## src/rtl/muldiv_pkg.sv

```systemverilog
// -----------------------------------------------------------------------------
// muldiv_pkg
// Shared definitions for the iterative multiply/divide unit:
//   - op codes carried on i_op
//   - FSM state encoding (also visible on the o_state debug port)
//   - clog2 helper that sizes the iteration counter
//   - cond_neg helper for sign conditioning (abs / negate)
// -----------------------------------------------------------------------------
package muldiv_pkg;

  localparam logic [2:0] OP_MULT  = 3'd0;
  localparam logic [2:0] OP_MULTU = 3'd1;
  localparam logic [2:0] OP_DIV   = 3'd2;
  localparam logic [2:0] OP_DIVU  = 3'd3;
  localparam logic [2:0] OP_MADD  = 3'd4;
  localparam logic [2:0] OP_MSUB  = 3'd5;
  localparam logic [2:0] OP_MTHI  = 3'd6;
  localparam logic [2:0] OP_MTLO  = 3'd7;

  typedef enum logic [1:0] {
    ST_IDLE = 2'd0,
    ST_CALC = 2'd1,
    ST_FIX  = 2'd2
  } state_t;

  // Widest value cond_neg handles. Callers size-cast the result back to their
  // own width; two's complement negation truncated to N bits is exactly
  // negation mod 2^N, so this stays correct for any 2*WIDTH <= MAX_W.
  localparam int MAX_W = 128;

  function automatic int clog2(input int v);
    int r;
    r = 0;
    while ((1 << r) < v) r = r + 1;
    return r;
  endfunction

  // Returns -v when neg is set, v otherwise.
  function automatic logic [MAX_W-1:0] cond_neg(input logic [MAX_W-1:0] v,
                                                 input logic             neg);
    return neg ? -v : v;
  endfunction

endpackage

```

## src/rtl/muldiv_unit.sv

```systemverilog
// -----------------------------------------------------------------------------
// muldiv_unit
// Iterative multiply/divide unit that owns the HI/LO registers.
//   MULT/MULTU/MADD/MSUB : radix-2 shift-add on magnitudes, WIDTH CALC cycles
//   DIV/DIVU             : restoring division on magnitudes, WIDTH CALC cycles
//   FIX                  : one cycle of sign correction / accumulate / commit
//   MTHI/MTLO            : written directly at the Start edge while IDLE
//
// Ports
//   i_clk          clock, rising edge
//   i_reset        asynchronous active-high reset
//   i_start        op request, honoured only in IDLE
//   i_op           op code (see muldiv_pkg)
//   i_operand_a    rs: multiplicand / dividend / MTHI-MTLO source
//   i_operand_b    rt: multiplier / divisor
//   i_cancel       flush; aborts an in-flight op, blocks a Start in IDLE
//   o_busy         high while the FSM is in CALC or FIX
//   o_done         one-cycle pulse; HI/LO already hold the result
//   o_div_by_zero  pulses with o_done for DIV/DIVU with a zero divisor
//   o_hi, o_lo     architectural HI/LO registers
//   o_state        current FSM state (debug visibility)
//
// Handshake: a request is taken on a rising edge where i_start=1, i_cancel=0
// and o_busy=0; anything offered while o_busy=1 is dropped, never queued.
// A taken iterative op produces exactly one o_done pulse WIDTH+2 cycles later
// unless it is cancelled or reset first.
// -----------------------------------------------------------------------------
module muldiv_unit
  import muldiv_pkg::*;
#(
  parameter int WIDTH       = 32,
  parameter bit ENABLE_MADD = 1'b1
) (
  input  logic             i_clk,
  input  logic             i_reset,
  input  logic             i_start,
  input  logic [2:0]       i_op,
  input  logic [WIDTH-1:0] i_operand_a,
  input  logic [WIDTH-1:0] i_operand_b,
  input  logic             i_cancel,
  output logic             o_busy,
  output logic             o_done,
  output logic             o_div_by_zero,
  output logic [WIDTH-1:0] o_hi,
  output logic [WIDTH-1:0] o_lo,
  output logic [1:0]       o_state
);

  localparam int CNT_W = clog2(WIDTH);
  localparam int W2    = 2 * WIDTH;

  // ---------------------------------------------------------------------------
  // Registers
  // ---------------------------------------------------------------------------
  state_t           r_state;
  logic [CNT_W-1:0] r_cnt;
  logic [2:0]       r_op;
  logic [WIDTH-1:0] r_b_mag;    // multiplicand magnitude / divisor magnitude
  logic [WIDTH-1:0] r_a_raw;    // raw dividend, reported in HI on divide by zero
  logic             r_neg;      // product / quotient needs negation
  logic             r_rem_neg;  // remainder takes the dividend's sign
  logic             r_div0;
  logic [WIDTH-1:0] r_p_hi;     // product high half / partial remainder
  logic [WIDTH-1:0] r_p_lo;     // multiplier bits / dividend-then-quotient bits
  logic [WIDTH-1:0] r_hi;
  logic [WIDTH-1:0] r_lo;
  logic             r_done;
  logic             r_dbz;

  // ---------------------------------------------------------------------------
  // Start decode and operand conditioning
  // ---------------------------------------------------------------------------
  logic             w_is_signed;
  logic             w_is_madd_op;
  logic             w_start_ok;
  logic             w_a_neg;
  logic             w_b_neg;
  logic [WIDTH-1:0] w_a_mag;
  logic [WIDTH-1:0] w_b_mag;
  logic             w_b_zero;

  assign w_is_signed  = (i_op == OP_MULT) || (i_op == OP_DIV) ||
                        (i_op == OP_MADD) || (i_op == OP_MSUB);
  assign w_is_madd_op = (i_op == OP_MADD) || (i_op == OP_MSUB);
  // Cancel beats Start in IDLE; with MADD disabled its ops look like a Cancel.
  assign w_start_ok   = i_start && !i_cancel && (r_state == ST_IDLE) &&
                        !(w_is_madd_op && !ENABLE_MADD);
  assign w_a_neg      = w_is_signed && i_operand_a[WIDTH-1];
  assign w_b_neg      = w_is_signed && i_operand_b[WIDTH-1];
  assign w_a_mag      = WIDTH'(cond_neg(MAX_W'(i_operand_a), w_a_neg));
  assign w_b_mag      = WIDTH'(cond_neg(MAX_W'(i_operand_b), w_b_neg));
  assign w_b_zero     = (i_operand_b == '0);

  // ---------------------------------------------------------------------------
  // One iteration of each datapath
  // ---------------------------------------------------------------------------
  logic             w_op_is_div;
  logic [WIDTH:0]   w_mul_sum;
  logic [WIDTH:0]   w_div_shift;
  logic [WIDTH:0]   w_div_trial;
  logic             w_div_ge;
  logic [WIDTH-1:0] w_step_hi;
  logic [WIDTH-1:0] w_step_lo;

  assign w_op_is_div = (r_op == OP_DIV) || (r_op == OP_DIVU);

  // Multiply: add the multiplicand when the current multiplier bit is set,
  // then shift the whole {hi,lo} pair right; product bits fill lo from the top.
  assign w_mul_sum = {1'b0, r_p_hi} + (r_p_lo[0] ? {1'b0, r_b_mag} : '0);

  // Divide: shift the next dividend bit into the partial remainder and keep
  // the subtraction when it does not borrow. The remainder is always below
  // the divisor, so WIDTH+1 bits hold the shifted value and bit WIDTH of the
  // trial difference is the borrow.
  assign w_div_shift = {r_p_hi, r_p_lo[WIDTH-1]};
  assign w_div_trial = w_div_shift - {1'b0, r_b_mag};
  assign w_div_ge    = !w_div_trial[WIDTH];

  always_comb begin
    w_step_hi = r_p_hi;
    w_step_lo = r_p_lo;
    if (w_op_is_div) begin
      w_step_hi = w_div_ge ? w_div_trial[WIDTH-1:0] : w_div_shift[WIDTH-1:0];
      w_step_lo = {r_p_lo[WIDTH-2:0], w_div_ge};
    end else begin
      w_step_hi = w_mul_sum[WIDTH:1];
      w_step_lo = {w_mul_sum[0], r_p_lo[WIDTH-1:1]};
    end
  end

  // ---------------------------------------------------------------------------
  // FIX-cycle result: sign correction, accumulate, divide-by-zero override
  // ---------------------------------------------------------------------------
  logic [W2-1:0]    w_prod;
  logic [W2-1:0]    w_acc;
  logic [WIDTH-1:0] w_quot;
  logic [WIDTH-1:0] w_rem;
  logic [WIDTH-1:0] w_fix_hi;
  logic [WIDTH-1:0] w_fix_lo;

  assign w_prod = W2'(cond_neg(MAX_W'({r_p_hi, r_p_lo}), r_neg));
  assign w_acc  = {r_hi, r_lo};
  assign w_quot = WIDTH'(cond_neg(MAX_W'(r_p_lo), r_neg));
  assign w_rem  = WIDTH'(cond_neg(MAX_W'(r_p_hi), r_rem_neg));

  // MIN / -1 needs no special case: |MIN| fits unsigned, both signs are
  // negative so the quotient MIN is not negated and the remainder is zero.
  always_comb begin
    w_fix_hi = w_prod[W2-1:WIDTH];
    w_fix_lo = w_prod[WIDTH-1:0];
    case (r_op)
      OP_MADD: {w_fix_hi, w_fix_lo} = w_acc + w_prod;
      OP_MSUB: {w_fix_hi, w_fix_lo} = w_acc - w_prod;
      OP_DIV, OP_DIVU: begin
        if (r_div0) begin
          w_fix_hi = r_a_raw;
          w_fix_lo = '1;
        end else begin
          w_fix_hi = w_rem;
          w_fix_lo = w_quot;
        end
      end
      default: ;
    endcase
  end

  // ---------------------------------------------------------------------------
  // FSM and register update
  // ---------------------------------------------------------------------------
  always_ff @(posedge i_clk or posedge i_reset) begin
    if (i_reset) begin
      r_state   <= ST_IDLE;
      r_cnt     <= '0;
      r_op      <= OP_MULT;
      r_b_mag   <= '0;
      r_a_raw   <= '0;
      r_neg     <= 1'b0;
      r_rem_neg <= 1'b0;
      r_div0    <= 1'b0;
      r_p_hi    <= '0;
      r_p_lo    <= '0;
      r_hi      <= '0;
      r_lo      <= '0;
      r_done    <= 1'b0;
      r_dbz     <= 1'b0;
    end else begin
      r_done <= 1'b0;
      r_dbz  <= 1'b0;
      case (r_state)
        ST_IDLE: begin
          if (w_start_ok) begin
            if (i_op == OP_MTHI) begin
              r_hi <= i_operand_a;
            end else if (i_op == OP_MTLO) begin
              r_lo <= i_operand_a;
            end else begin
              r_state   <= ST_CALC;
              r_cnt     <= CNT_W'(WIDTH - 1);
              r_op      <= i_op;
              r_b_mag   <= w_b_mag;
              r_a_raw   <= i_operand_a;
              r_neg     <= w_a_neg ^ w_b_neg;
              r_rem_neg <= w_a_neg;
              r_div0    <= w_b_zero;
              r_p_hi    <= '0;
              r_p_lo    <= w_a_mag;
            end
          end
        end
        ST_CALC: begin
          if (i_cancel) begin
            r_state <= ST_IDLE;
          end else begin
            r_p_hi <= w_step_hi;
            r_p_lo <= w_step_lo;
            if (r_cnt == '0) begin
              r_state <= ST_FIX;
            end else begin
              r_cnt <= r_cnt - CNT_W'(1);
            end
          end
        end
        ST_FIX: begin
          r_state <= ST_IDLE;
          if (!i_cancel) begin
            r_hi   <= w_fix_hi;
            r_lo   <= w_fix_lo;
            r_done <= 1'b1;
            r_dbz  <= w_op_is_div && r_div0;
          end
        end
        default: r_state <= ST_IDLE;
      endcase
    end
  end

  assign o_busy        = (r_state != ST_IDLE);
  assign o_done        = r_done;
  assign o_div_by_zero = r_dbz;
  assign o_hi          = r_hi;
  assign o_lo          = r_lo;
  assign o_state       = r_state;

endmodule
```

## config.mk

```make
export PLATFORM = sky130hd
export DESIGN_NAME = muldiv_unit
export DESIGN_NICKNAME = d
export VERILOG_FILES = /design/src/rtl/muldiv_pkg.sv /design/src/rtl/muldiv_unit.sv
export SDC_FILE = /design/constraint.sdc
export NUM_CORES = 1
export LEC_CHECK = 0
export ABC_CLOCK_PERIOD_IN_PS = 9200
export BUFFER_PORTS_ARGS = -buffer_cell sky130_fd_sc_hd__buf_2
export CORE_ASPECT_RATIO = 2
export CORE_UTILIZATION = 37
export CTS_BUF_LIST = sky130_fd_sc_hd__clkbuf_8
export CTS_CLUSTER_SIZE = 14
export DETAILED_ROUTE_END_ITERATION = 7
export GPL_ROUTABILITY_DRIVEN = 0
export PLACE_DENSITY = 0.59
export SETUP_SLACK_MARGIN = 0.02
export SLEW_MARGIN = 20
export SYNTH_ARGS = -nofsm -noshare
export SYNTH_HDL_FRONTEND = slang
export SYNTH_SLANG_ARGS = --single-unit
```

## constraint.sdc

```tcl
create_clock -name i_clk -period 9.2 [get_ports i_clk]
set_clock_uncertainty 0.15 [all_clocks]
set_input_delay 0.92 -clock i_clk [delete_from_list [all_inputs] [get_ports i_clk]]
set_output_delay 0.92 -clock i_clk [all_outputs]
set_load 0.05 [all_outputs]
```

## After elaboration in Yosys (flattened, before gate mapping)

Index checks and enable logic that the tools add are counted.
Widths: inputs -> output; s select.

| storage, ports and cells | value |
|---|---|
| register bits | 207 |
| logic and storage cells | 120 |
| output and inout port bits | 69 |

| cells by class | value |
|---|---|
| reductions and logical operators | 25 |
| add/sub/neg operators | 10 |
| muxes and demuxes | 48 |
| equality and inequality tests | 20 |
| bitwise operators | 3 |

Operators with widths:

| operator | count |
|---|---|
| $mux 32 | 25 |
| $pmux 32 s2 | 4 |
| $pmux 32 s3 | 2 |
| $neg 32->32 | 4 |
| $add 64x64->64 | 1 |
| $mux 64 | 1 |
| $neg 64->64 | 1 |
| $sub 64x64->64 | 1 |
| $add 32x32->33 | 1 |
| $sub 33x32->33 | 1 |
| $logic_not 32->1 | 1 |
| $mux 5 | 5 |
| $eq 3x3->1 const B | 6 |
| $ne 2x2->1 const B | 6 |
| $reduce_and 4->1 | 3 |
| $mux 2 | 5 |
| $pmux 5 s2 | 1 |
| $reduce_and 5->1 | 2 |
| $eq 3x2->1 const B | 3 |
| $reduce_and 6->1 | 1 |
| $reduce_bool 2->1 | 3 |
| $logic_and 1x1->1 | 5 |
| $logic_not 5->1 | 1 |
| $sub 5x1->5 const B | 1 |
| other kinds (13) | 22 |

## Depth between registers and ports, before layout

Gate-level depths: netlist of the first run.

| depth | value |
|---|---|
| depth after elaboration | 10 |
| gate-level depth with buffers | 25 |
| mapped depth without buffers | 22 |

## Worst setup path before layout of the first run

Ideal clock, no wire load.

| timing path | value |
|---|---|
| path type | reg-to-reg |
| start point | register r_neg |
| end point | register r_hi[29], in the netlist o_hi[29] |
| stages on the path, launching flop included | 22 |
| arrival | 5.532 ns |
| data required time | 8.916 ns |
| setup slack | 3.385 ns |
| clock period less this slack | 5.815 ns |
| path through | dfrtp_1 > clkbuf_1 > clkbuf_1 > clkbuf_1 > clkbuf_1 > clkbuf_1 > clkbuf_1 > mux2i_1 > inv_1 > ha_1 > a211oi_1 > o21ai_0 > a41oi_1 > o31ai_2 > o2111a_1 > o21ai_0 > a2111oi_1 > nor2_1 > or3_1 > and3_1 > a2111oi_0 > o21ai_0 |

| between the ends | value |
|---|---|
| longest elaborated chain between the ends | 5 |
| elaborated cells between the ends (all ways) | 6 |
| classes of those cells | add/sub (2); mux (4) |

RTL lines:

| element | RTL line | text |
|---|---|---|
| from (decl) | muldiv_unit.sv:60 | `logic r_neg;` |
| from (signal assigned) | muldiv_unit.sv:202 | `r_neg <= w_a_neg ^ w_b_neg;` |
| $mux 64 * | muldiv_pkg.sv:41 | `return neg ? -v : v;` |
| $sub 64x64->64 / $add 64x64->64 (equally long branches) | muldiv_unit.sv:153, muldiv_unit.sv:152 |  |
| $pmux 32 s3 * | muldiv_unit.sv:151 | `case (r_op)` |
| $mux 32 * | muldiv_unit.sv:225 | `if (!i_cancel) begin` |
| $pmux 32 s2 * | muldiv_unit.sv:189 | `case (r_state)` |
| to (signal assigned) | muldiv_unit.sv:193 | `r_hi <= i_operand_a;` |
| to (signal assigned) | muldiv_unit.sv:226 | `r_hi <= w_fix_hi;` |
| to (decl) | muldiv_unit.sv:65 | `logic [WIDTH-1:0] r_hi;` |

Mark *: on every way between the ends. The rest lies on a longest branch, timed or not. The select of a mux whose other input is x is not followed.
A chain may end at the register's enable or synchronous reset.

## Final worst setup path of the first run

| timing path | value |
|---|---|
| start point | register r_p_lo[0] |
| end point | register r_hi[17], in the netlist o_hi[17] |

| between the ends | value |
|---|---|
| longest elaborated chain between the ends | 6 |
| elaborated cells between the ends (all ways) | 7 |
| classes of those cells | add/sub (3); mux (4) |

RTL lines:

| element | RTL line | text |
|---|---|---|
| from (decl) | muldiv_unit.sv:64 | `logic [WIDTH-1:0] r_p_lo;` |
| from (signal assigned) | muldiv_unit.sv:206 | `r_p_lo <= w_a_mag;` |
| from (signal assigned) | muldiv_unit.sv:215 | `r_p_lo <= w_step_lo;` |
| $neg 64->64 | muldiv_pkg.sv:41 |  |
| $mux 64 * | muldiv_pkg.sv:41 |  |
| $sub 64x64->64 / $add 64x64->64 (equally long branches) | muldiv_unit.sv:153, muldiv_unit.sv:152 |  |
| $pmux 32 s3 * | muldiv_unit.sv:151 |  |
| $mux 32 * | muldiv_unit.sv:225 |  |
| $pmux 32 s2 * | muldiv_unit.sv:189 |  |

Marks and branches as above.

==> out/results.ini, run 1 <==
[timing]
post-route-period-util=0.801
fin_setup_tns_ps=0
max_transition_margin=0.213
final-max-slew-violation-count=0
worst_slew_pin_slew_ps=1170
final-hold-violation-count=0
achievable-frequency_ghz=0.136
rsz0062_at_grt=no
post-route-min-period_ps=7370
setup_viol_count_final=0

[global_route]
first_global_vias=27600
pin_count_of_the_biggest_net_entering_global_routing=107
grt_first_pass_wirelength_um=178000
grt_ovf=0
grt_usage=0.344
grt_antenna_before_repair=11

[setup_path]
path_cells=inv_1 -> buf_4 -> ha_1 -> nor4b_1 -> nand2_1 -> o31ai_1 -> xor2_1 -> inv_1 -> ha_1 -> or3_1 -> nor4_1 -> o41ai_1 -> a21o_1 -> a41oi_1 -> o21ai_1 -> a211oi_1 -> or2_4 -> a21boi_2 -> mux2i_1 -> a221oi_1 -> o21ai_0
worstSetupStartpointType=flip-flop
worst_reg_to_reg_path_cell_count=21
cp_data_required_time_ps=9600
data_arrival_at_the_endpoint_of_the_critical_path_ps=7770
critPathBufInv=3
cell_family_with_most_cp_delay=compound AO/OA/AOI/OAI gates
criticalPathCategory=reg -> reg
timing.critical_path.slowest_stage_cell=a41oi_1
cp_num_cells=21
timing.critical_path.to_type=flip-flop
worst_path_largest_cell_delay_ps=860
cp_max_fo=33
reg2reg_slack_ps=1830

[clocking]
post_cts.resized_instances=0
clkTransAtPathRegs_ps=70
postCtsSetupRepairBufs=0
clkLatencyLatePin_ps=640
cts_buffers=38
htree_levels=2
cts_tree=done
cts_hold_repair.buffers=0
cts.sinks=207
cts.path.max_buffers=3
root_buffer=clkbuf_8

[detailed_routing]
drc=0
drtAntennaViolNets=0
via_total_after_detailed_routing=28200
detail_route.vias_per_cell=6.28
drt_wl_total_um=122000
initialDrtViolationCount=2780
first_pass_iters=8
wl_per_cell_um=27.1

[synthesis]
synth_fp_nets=3828
synth_most_common_cell=nand2_1
synthArstFlopShare=1.00
syn-instance-count=3558
synthDominantCellAreaShare=0.204
synth_area_leaders=dfrtp_1 20%, ha_1 9.6%, nand2_1 6.8%
synth_top_area_cell=dfrtp_1
number_of_flops_mapped_to_enable_cells_by_yosys=0
synth.ff_latch_count=207
synth-seq-area-share=0.204
synth-warning-count=0
synth_common_cells=461 x nand2_1, 330 x o21ai_0, 314 x a21oi_1
synthDistinctLibCells=95
synth.cell_area_um2=25400
synth.avg_cell_area_um2=7.13
synth-main-ff-cell=dfrtp_1

[layout]
end_of_flow_core_utilization=0.408
multi_input_logic_area_um2=18700
area_delta_synth_final_pct=9.03
design.final.nets=3837
ff_latch_area_um2=5180
final_layout_size_suffix_gt1_frac=0.0905
fillers=7169
layout.cells.non_filler=4488

[floorplanning]
dieWidth_um=187
core_region_area_um2=67700
die_h_um=372
num_rows=135
area_of_the_die_um2=69700
start_util=0.375
boundaryPins=140

[place]
place.detailed.instances=4413
numPortBuffers=139
place.detailed.hpwl_um=88400

[worst_hold_path]
worst_hold_path_type=in -> async

[job]
number_of_maximum_capacitance_constraint_violations=0

[status]
run_status=finished clean

-- registers in the layout, indices dropped and copies added (netlist names) --
name / cells
r_div0: 1
o_done: 1
r_op: 3
o_div_by_zero: 1
r_a_raw: 32
r_rem_neg: 1
r_cnt: 5
o_lo: 32
r_p_hi: 32
o_state: 2
r_b_mag: 32
r_p_lo: 32
r_neg: 1
o_hi: 32
-- worst register-to-register path, delay by kind of cell (launching register included) --
family	cells	cell delay, ps
xor+xnor	1	360
mux	1	600
simple gates	5	1710
buf+inv	3	520
compound gates	9	2810
flops	1	450
fa+ha+maj	2	700
-- cell usage in the layout (no fill, tap or decap), drive strengths merged, types with 25 or more instances in the layout --
| cell type | n |
|---|---|
| a21o | 51 |
| or3 | 44 |
| nor3 | 83 |
| clkbuf | 43 |
| nor4 | 40 |
| a21oi | 318 |
| nand4 | 29 |
| nand2 | 461 |
| buf | 197 |
| inv | 207 |
| ha | 195 |
| a31oi | 43 |
| a211oi | 48 |
| nor2 | 304 |
| xnor2 | 168 |
| nand3 | 88 |
| xor2 | 96 |
| nand2b | 38 |
| o211ai | 32 |
| nor2b | 25 |
| a22oi | 27 |
| mux2i | 56 |
| dfrtp | 207 |
| or2 | 25 |
| o21bai | 50 |
| o21ai | 338 |
| o31ai | 56 |
-- stage by stage --
stage / hold WS, ps / worst slack [ps] / cell area [µm²]
CTS: 304 / 1980 / 27600
global placement: 308 / 2240 / 26800
finish: 271 / 1830 / 27700
floorplan: 287 / 2480 / 25400
detailed placement: 313 / 2000 / 26800
global route: 331 / 1460 / 27700
-- kinds of logic (layout without fill, tap and decap cells) --
kind of cell / count (synthesis) / in the layout / synth area share
AOI/OAI and AO/OA: 1182 / 1182 / 0.296
xor gates and xnor gates: 264 / 264 / 0.0914
adders and majority gates: 199 / 199 / 0.0993
buffers and inverters: 423 / 456 / 0.0637
DFF: 207 / 207 / 0.204
muxes: 60 / 60 / 0.0240
other: 0 / 7 / 0
and+or+nand+nor: 1223 / 1223 / 0.222
-- worst paths after layout --
kind	startpoint	end
worst max-delay path	r_p_lo[0]	o_hi[17]
worst min-delay path	i_reset	o_state[0]
worst max register to register	r_p_lo[0]	o_hi[17]
worst min register to register	r_a_raw[18]	r_a_raw[18]
max in group asynchronous	i_reset	r_neg
min in group i_clk	r_a_raw[18]	r_a_raw[18]
-- layout make-up --
type / count / area share
Sequential cell: 207 / 0.187
Inverter: 195 / 0.0267
Tap cell: 890 / 0.0402
Multi-Input combinational cell: 2928 / 0.675
Antenna cell: 7 / 0.000633
Clock buffer: 43 / 0.0214
Clock inverter: 21 / 0.00733
Timing Repair Buffer: 197 / 0.0409
-- per-layer routing --
metal  track usage  vias up  share of wire
li1              -    12800              -
met1         0.344    13200           0.33
met2         0.583     1533           0.47
met3        0.0865      594          0.094
met4         0.329        8           0.11
met5             0        -        0.00039
Power of run 1 is left out: the tool's default activity adds up to more than one toggle a clock period on the data nets, which glitch-free logic cannot reach.
==> run 2: changes to the inputs <==
--- a/config.mk
+++ b/config.mk
@@ -5,7 +5,8 @@
 export SDC_FILE = /design/constraint.sdc
 export NUM_CORES = 1
 export LEC_CHECK = 0
-export ABC_CLOCK_PERIOD_IN_PS = 9200
+export ABC_AREA = 1
+export ABC_CLOCK_PERIOD_IN_PS = 6400
 export BUFFER_PORTS_ARGS = -buffer_cell sky130_fd_sc_hd__buf_2
 export CORE_ASPECT_RATIO = 2
 export CORE_UTILIZATION = 37
@@ -13,7 +14,7 @@
 export CTS_CLUSTER_SIZE = 14
 export DETAILED_ROUTE_END_ITERATION = 7
 export GPL_ROUTABILITY_DRIVEN = 0
-export PLACE_DENSITY = 0.59
+export PLACE_DENSITY = 0.61
 export SETUP_SLACK_MARGIN = 0.02
 export SLEW_MARGIN = 20
 export SYNTH_ARGS = -nofsm -noshare
==> constraint.sdc (replaced) <==
create_clock -name i_clk -period 6.4 [get_ports i_clk]
set_clock_uncertainty 0.15 [all_clocks]
set_input_delay 0.64 -clock i_clk [delete_from_list [all_inputs] [get_ports i_clk]]
set_output_delay 0.64 -clock i_clk [all_outputs]
set_load 0.05 [all_outputs]
==> out/results.ini, run 2 <==
[synthesis]
synth_area_leaders=dfrtp_1 18%, nand2_1 12%, inv_1 9.4%
synthDominantCellAreaShare=0.183
synth-seq-area-share=0.183
number_of_flops_mapped_to_enable_cells_by_yosys=0
syn-instance-count=4796
synthDistinctLibCells=70
synthArstFlopShare=1.00
synth_common_cells=917 x nand2_1, 711 x inv_1, 649 x nor2_1
synth_fp_nets=5066
synth.ff_latch_count=207
synth_top_area_cell=dfrtp_1
synth_most_common_cell=nand2_1
synth-main-ff-cell=dfrtp_1
synth-warning-count=0
synth.avg_cell_area_um2=5.91
synth.cell_area_um2=28300

[status]
run_status=finished clean

[worst_hold_path]
hold_path_startpoint=i_cancel
worst_hold_path_type=in -> reg

[floorplanning]
start_util=0.373
core_region_area_um2=75900
die_h_um=393
boundaryPins=140
num_rows=143
dieWidth_um=198
area_of_the_die_um2=77700

[layout]
multi_input_logic_area_um2=19600
final_layout_size_suffix_gt1_frac=0.105
design.final.nets=5139
area_delta_synth_final_pct=9.35
fillers=8567
layout.cells.non_filler=5918
end_of_flow_core_utilization=0.408
layout.cells.most_common_list=917 x nand2_1, 717 x inv_1, 636 x nor2_1
mostFrequentLayoutCell=nand2_1
ff_latch_area_um2=5180

[timing]
final-hold-violation-count=0
post-route-min-period_ps=6140
achievable-frequency_ghz=0.163
rsz0062_at_grt=no
finalHoldWorstSlack_ps=80.6
post-route-period-util=0.959
setup_viol_count_final=0
final-max-slew-violation-count=0
max_transition_margin=0.162
fin_setup_tns_ps=0
worst_slew_pin_slew_ps=1250

[setup_path]
path_cells=nor2_1 -> nand2_1 -> nor2_1 -> inv_1 -> nor2_1 -> nand2_1 -> nor2_1 -> nor2_1 -> xor2_1 -> inv_1 -> ha_1 -> nand2_1 -> nor2_1 -> inv_1 -> nor4_4 -> nand3_2 -> nand2_1 -> a21oi_1 -> o21ai_0 -> nand3_1 -> inv_1 -> nand2_1 -> nand2_1 -> a21oi_1
cell_family_with_most_cp_delay=simple AND/OR/NAND/NOR gates
timing.critical_path.slowest_stage_cell=nor4_4
launching_point_of_the_worst_reg2reg_path=r_p_hi[3]
criticalPathCategory=reg -> reg
timing.critical_path.to_type=flip-flop
data_arrival_at_the_endpoint_of_the_critical_path_ps=6520
cp_max_fo=10
critPathBufInv=4
worst_path_largest_cell_delay_ps=630
worstSetupStartpoint=r_p_hi[3]
worstSetupStartpointType=flip-flop
cp_data_required_time_ps=6790

[clocking]
clkTransAtPathRegs_ps=70
cts.sinks=207
postCtsSetupRepairBufs=0
htree_levels=2
clkLatencyLatePin_ps=700
root_buffer=clkbuf_8
cts_buffers=38
cts_tree=done
cts.path.max_buffers=3

[global_route]
grt_first_pass_wirelength_um=222000
first_global_vias=34300
grt_antenna_before_repair=13
grt_ovf=0
grt_usage=0.397
pin_count_of_the_biggest_net_entering_global_routing=72

[place]
numPortBuffers=139
place.detailed.hpwl_um=119000
place.detailed.instances=5842

[power_and_ir_drop]
peakVddDrop_uv=201
p_leak_nw=15.0
power_density_nw_per_um2=606

[detailed_routing]
wl_per_cell_um=26.2
initialDrtViolationCount=3794
drtAntennaViolNets=0
drt_wl_total_um=155000
detail_route.vias_per_cell=5.92
drc=0
first_pass_iters=7
via_total_after_detailed_routing=35100

[job]
number_of_maximum_capacitance_constraint_violations=0

[run 2: cell count changes in the layout (fill, tap and decap cells not counted), sizes merged, moves of 154 or more]
cell and delta:
nand2 +525, nor2 +364, inv +567, nand3 +221
o21ai +154, a21oi +174
[run 2: metal layers]
layer  part of all wire  GRT usage  vias up
li1                   -          -    15900
met1               0.31      0.383    16000
met2               0.46      0.648     2274
met3              0.098      0.112      877
met4               0.13      0.427       12
met5            0.00097    0.00766        -
[run 2: worst paths after layout]
path	end	slack (ps)	cells past startpoint
setup reg to reg	o_hi[28]	260	24
hold reg to reg	r_a_raw[31]	340	2
max in group asynchronous	o_lo[30]	4240	4
min in group asynchronous	r_p_lo[22]	500	3
setup / recovery	o_hi[28]	260	24
hold / removal	o_done	80	2
[run 2: timing repair]
| action | CTS | global route |
|---|---|---|
| endpoints found under the setup margin | 0 | 1 |
| hold buffers | 0 | 1 |
| endpoints found under the hold margin | 0 | 2 |
| gates resized for setup | 0 | 2 |
[run 2: layout make-up]
class,count,share of cell area
Sequential cell,207,0.167
Clock inverter,19,0.00489
Tap cell,1015,0.0410
Clock buffer,48,0.0213
Antenna cell,7,0.000565
Timing Repair Buffer,203,0.0380
Multi-Input combinational cell,3650,0.634
Inverter,769,0.0934
[run 2: power by group]
part | leakage [nW] | internal, W | switching [W] | total [W]
registers | 2.50 | 0.00169 | 0.000670 | 0.00236
logic | 12.0 | 0.00400 | 0.0109 | 0.0149
clock network | 0.450 | 0.000760 | 0.000725 | 0.00149
total | 15.0 | 0.00645 | 0.0123 | 0.0188
[run 2: through the flow]
| step | instance area [µm²] | power [W] | setup slack, ps |
|---|---|---|---|
| final | 31000 | 0.0188 | 265 |
| after global routing | 31000 | 0.0198 | 15.7 |
| after CTS | 30900 | 0.0178 | 335 |
| after detailed placement | 30100 | 0.0163 | 388 |
| after global placement | 30100 | 0.0162 | 408 |
| after floorplan | 28300 | 0.0116 | 2250 |
[run 2: kinds of logic after synthesis]
group / synth area share
flops: 0.183
buf+inv: 0.127
fa+ha+maj: 0.0889
xor+xnor: 0.0382
compound gates: 0.229
simple gates: 0.334
No activity file was read; power rests on OpenSTA's default activity.
